--- src/rtl/parking_pkg.sv ---
// Shared types and sensor-pattern constants for the parking gate controller.
package parking_pkg;

  typedef enum logic [2:0] {IDLE, EN1, EN2, EN3, EX1, EX2, EX3, WAIT} gate_state_t;

  // ab = {outer sensor A, inner sensor B}
  localparam logic [1:0] AB_NONE = 2'b00;
  localparam logic [1:0] AB_A    = 2'b10;
  localparam logic [1:0] AB_B    = 2'b01;
  localparam logic [1:0] AB_BOTH = 2'b11;

endpackage

--- src/rtl/parking_occupancy_ctrl_sensor_sync.sv ---
// Multi-stage flip-flop synchronizer for one asynchronous sensor bit.
module sensor_sync #(
  parameter int unsigned STAGES = 2
) (
  input  logic clk,
  input  logic reset,
  input  logic d,
  output logic q
);

  logic [STAGES-1:0] sr;

  always_ff @(posedge clk or negedge reset) begin
    if (!reset) sr <= '0;
    else        sr <= {sr[STAGES-2:0], d};
  end

  assign q = sr[STAGES-1];

endmodule

--- src/rtl/parking_occupancy_ctrl.sv ---
// Lot-gate controller: classifies A/B beam sequences as entries or exits and
// keeps a saturating occupancy count with registered full/empty flags.
module parking_occupancy_ctrl
  import parking_pkg::*;
#(
  parameter int unsigned CAPACITY    = 16,
  parameter int unsigned CNT_W       = 5,
  parameter int unsigned SYNC_STAGES = 2
) (
  input  logic             clk,
  input  logic             reset,
  input  logic             sensor_a,
  input  logic             sensor_b,
  input  logic             clear,
  output logic [CNT_W-1:0] occupancy,
  output logic             enter_pulse,
  output logic             exit_pulse,
  output logic             full,
  output logic             empty
);

  logic        a_s, b_s;
  logic [1:0]  ab;
  gate_state_t state, state_next;
  logic        entry_evt, exit_evt;
  logic [CNT_W-1:0] occ_next;

  sensor_sync #(.STAGES(SYNC_STAGES)) u_sync_a (.clk(clk), .reset(reset), .d(sensor_a), .q(a_s));
  sensor_sync #(.STAGES(SYNC_STAGES)) u_sync_b (.clk(clk), .reset(reset), .d(sensor_b), .q(b_s));

  assign ab = {a_s, b_s};

  always_ff @(posedge clk or negedge reset) begin
    if (!reset)     state <= IDLE;
    else if (clear) state <= IDLE;
    else            state <= state_next;
  end

  always_comb begin
    state_next = state;
    entry_evt  = 1'b0;
    exit_evt   = 1'b0;
    case (state)
      IDLE: if (ab == AB_A) state_next = EN1;
            else if (ab == AB_B) state_next = EX1;
            else if (ab == AB_BOTH) state_next = WAIT;
      EN1:  if (ab == AB_BOTH) state_next = EN2;
            else if (ab == AB_NONE) state_next = IDLE;
            else if (ab == AB_B) state_next = WAIT;
      EN2:  if (ab == AB_B) state_next = EN3;
            else if (ab == AB_A) state_next = EN1;
            else if (ab == AB_NONE) state_next = WAIT;
      EN3:  if (ab == AB_NONE) begin
              state_next = IDLE;
              entry_evt  = 1'b1;
            end
            else if (ab == AB_BOTH) state_next = EN2;
            else if (ab == AB_A) state_next = WAIT;
      EX1:  if (ab == AB_BOTH) state_next = EX2;
            else if (ab == AB_NONE) state_next = IDLE;
            else if (ab == AB_A) state_next = WAIT;
      EX2:  if (ab == AB_A) state_next = EX3;
            else if (ab == AB_B) state_next = EX1;
            else if (ab == AB_NONE) state_next = WAIT;
      EX3:  if (ab == AB_NONE) begin
              state_next = IDLE;
              exit_evt   = 1'b1;
            end
            else if (ab == AB_BOTH) state_next = EX2;
            else if (ab == AB_B) state_next = WAIT;
      WAIT: if (ab == AB_NONE) state_next = IDLE;
      default: state_next = IDLE;
    endcase
  end

  // Next count is computed once so full/empty register in step with occupancy.
  always_comb begin
    occ_next = occupancy;
    if (clear)
      occ_next = '0;
    else if (entry_evt && (occupancy < CNT_W'(CAPACITY)))
      occ_next = occupancy + CNT_W'(1);
    else if (exit_evt && (occupancy != '0))
      occ_next = occupancy - CNT_W'(1);
  end

  always_ff @(posedge clk or negedge reset) begin
    if (!reset) begin
      occupancy   <= '0;
      enter_pulse <= 1'b0;
      exit_pulse  <= 1'b0;
      full        <= 1'b0;
      empty       <= 1'b1;
    end else begin
      occupancy   <= occ_next;
      enter_pulse <= entry_evt && !clear;
      exit_pulse  <= exit_evt && !clear;
      full        <= (occ_next == CNT_W'(CAPACITY));
      empty       <= (occ_next == '0);
    end
  end

endmodule

--- config.mk ---
export PLATFORM = sky130hd
export DESIGN_NAME = parking_occupancy_ctrl
export DESIGN_NICKNAME = d
export VERILOG_FILES = /design/src/rtl/parking_pkg.sv /design/src/rtl/parking_occupancy_ctrl_sensor_sync.sv /design/src/rtl/parking_occupancy_ctrl.sv
export SDC_FILE = /design/constraint.sdc
export NUM_CORES = 1
export LEC_CHECK = 0
export ABC_AREA = 1
export BUFFER_PORTS_ARGS = -buffer_cell sky130_fd_sc_hd__buf_4
export CAP_MARGIN = 20
export CORE_ASPECT_RATIO = 0.5
export CORE_MARGIN = 2
export CORE_UTILIZATION = 35
export DETAILED_ROUTE_END_ITERATION = 10
export PLACE_DENSITY_LB_ADDON = 0.3
export SLEW_MARGIN = 5
export SYNTH_ARGS = -nofsm -noshare
export SYNTH_HDL_FRONTEND = slang
export SYNTH_SLANG_ARGS = --single-unit
export TNS_END_PERCENT = 50
--- constraint.sdc ---
create_clock -name clk -period 2.75 [get_ports clk]
set_clock_uncertainty 0.1 [all_clocks]
set_input_delay 0.275 -clock clk [delete_from_list [all_inputs] [get_ports clk]]
set_output_delay 0.275 -clock clk [all_outputs]
set_load 0.03 [all_outputs]
==> out/results.tsv <==
metric	value	unit
status	complete, no violations	
core.rowCount	15	
synth_cells	158	
tns	0	ns
grt_pass1_wl	4.35	mm
synth_seq_area_share	32.7	%
slew_viol_final	0	
synth_top_cells_by_area	dfrtp_1 31%, nand2_1 8.9%, nand3_1 6.9%, ha_1 6.1%, nand3_2 4.9%	
p_leak	0.741	nW
hold-path-cell-count	1	
dr.first_iter.drc_count	70	
final-hold-violation-count	0	
critPathKind	flip-flop to flip-flop	
grt_antenna_before_repair	0	
vias	1073	
required	2.82	ns
timing.rr.start	u_sync_b.sr[1]	
syn-num-nets	169	
die_x	87.8	um
reg2reg_depth	10	
dp_hpwl	1.96	mm
start_util	36.2	%
grt_max_degree	17	
crit_buf_inv	2	
rsz0062_at_grt	false	
max_cap_viol_count	0	
antenna_cells	0	
ant_nets	0	
die_area	0.00403	mm2
core_area	0.00340	mm2
setup_slack	0.836	ns
p_per_area	603	mW/mm2
fin_crit	1.91	ns
io_pins	14	
cp_slowest_cell	dfrtp_1	
vdd_drop_max	0.265	mV
chipHeight	45.9	um
via_per_inst	4.81	
cts_buffer_depth	2	
tightest_slew	0.474	ns
yosys.area.top_type	dfrtp_1	
async_reset_ff_share	100	%
setup_viol	0	
wirelength	2.53	mm
syn2layout_area_growth	14.8	%
holdCritStartpoint	sensor_a	
numCtsBuffers	3	
ff2ff_setup_slack	0.84	ns
hp-class	input port to flip-flop	
cp_slowest_stage_delay	0.43	ns
clkLatencyLatePin	0.25	ns
path_cells	inv_2, ha_1, inv_2, nor2_8, nand3_2, nand2_1, nand2_1, nand3_1, nand2_2, nor3_2	
layout.nets	184	
end_kind	flip-flop	
dr.pass1.iters	4	
yosysTopAreaCellShare	30.5	%
arrival	1.98	ns
reg2reg_to	empty	
maxSlewHeadroom	68.4	%
portBuffers	13	
yosysWarningCount	0	
grt_usage	14.4	%
avgSynthCellArea	7.78	um2
overflow	0	
cts_num_sinks	16	
synth-edff-count	0	
fin_crit_sh	69.6	%
synth-seq-cells	16	
grt_pass1_vias	932	
drive_above_1_share	27.9	%
dp_slack	0.842	ns
tritoncts	done	
cts-root-buf	clkbuf_8	
place.gp.congestion	0.886	
min_to	u_sync_a.sr[0]	
critPathLaunchType	flip-flop	
clkTransAtPathRegs	0.06	ns
synth_flop_cell	dfrtp_1	
max_freq	0.522	GHz
synth.distinct_cells	31	
synthesis.area	0.00123	mm2
h-tree-depth	1	
ctsResizeCount	0	
wl_per_cell	11.3	um
crit_family	simple AND/OR/NAND/NOR gates	
worst-path-max-fanout	11	
drc	0	
-- registers in the layout, indices dropped and copies added, names as in the netlist --
register,count
occupancy,5
u_sync_b.sr,2
u_sync_a.sr,2
empty,1
full,1
state,3
exit_pulse,1
enter_pulse,1
-- Yosys cell counts, types with 2 or more instances --
library cell  instances
or2_1                 2
o21ai_0               4
nor2_1                9
xnor2_1               2
a21oi_1               3
inv_2                 8
nand2_1              29
nand2_2               7
o211ai_1              3
nand3_2               6
dfrtp_1              15
nor2_2                3
inv_1                16
ha_1                  6
o21ai_1               6
nor3_2                2
nor3_1                6
nand3_1              17
buf_6                 2
-- through the flow --
| stage | utilization, % | hold slack, ns | total power, mW | std cells | instance area (um2) |
|---|---|---|---|---|---|
| floorplan | - | -0.121 | 0.619 | 158 | 1230 |
| global placement | 39.9 | 0.0401 | 0.674 | 218 | 1360 |
| detailed placement | 39.9 | 0.0417 | 0.667 | 218 | 1360 |
| CTS | 41.5 | 0.0265 | 0.849 | 223 | 1410 |
| global route | 41.5 | 0.0142 | 0.920 | 223 | 1410 |
| finish | 41.5 | 0.0311 | 0.850 | 223 | 1410 |
-- cells in the final DEF (no fill, tap or decap), drive strengths merged, types with 2 or more instances in the layout --
master and count:
inv 24, o21ai 11, nor3 8, o211ai 3
buf 13, nand3 24, a21oi 3, xnor2 2
or2 2, nor2 13, ha 6, clkbuf 4
nand2 37, dfrtp 15
-- worst max path at each step --
stage                   start     to  slack [ns]  cells after the start
2_1_floorplan  u_sync_b.sr[1]  empty        1.06                     10
3_3_place_gp   u_sync_b.sr[1]  empty        0.90                     10
3_5_place_dp   u_sync_b.sr[1]  empty        0.84                     10
4_1_cts        u_sync_b.sr[1]  empty        0.82                     10
5_1_grt        u_sync_b.sr[1]  empty        0.67                     10
6_report       u_sync_b.sr[1]  empty        0.84                     10
-- repair_timing --
item                                   CTS  global route
endpoints found under the hold margin   15             0
setup buffers                            0             0
hold buffers                             1             0
-- kinds of logic (layout without fill, tap and decap cells) --
kind of cell             after synthesis  count (layout)  synth area share, %
AO/OA/AOI/OAI                         20              20                 9.67
XOR/XNOR                               2               2                 1.43
adder cells (fa/ha/maj)                6               6                 6.11
buffers and inverters                 28              42                 10.2
flip-flops                            16              16                 32.7
AND/OR/NAND/NOR                       86              86                 39.9
-- area by class of cell --
| cell class | count | area [um2] |
|---|---|---|
| multi-input combinational | 114 | 702 |
| fill | 346 | 1990 |
| timing repair buffer | 14 | 108 |
| sequential | 16 | 402 |
| tap | 51 | 63.8 |
| clock buffer | 4 | 45.0 |
| inverter | 24 | 90.1 |
-- power breakdown --
| part | internal [mW] | switching (mW) |
|---|---|---|
| registers | 0.263 | 0.0748 |
| logic | 0.124 | 0.212 |
| clock network | 0.103 | 0.0741 |
| total | 0.489 | 0.361 |
-- metal layers --
| metal | up-vias | track usage [%] | part of all wire, % |
|---|---|---|---|
| met4 | 0 | 6.46 | 1.8 |
| met2 | 30 | 22.3 | 47 |
| li1 | 543 | - | - |
| met5 | - | 0 | 0 |
| met1 | 493 | 18.9 | 47 |
| met3 | 7 | 4.17 | 4.5 |
No activity file was read; power rests on OpenSTA's default activity.
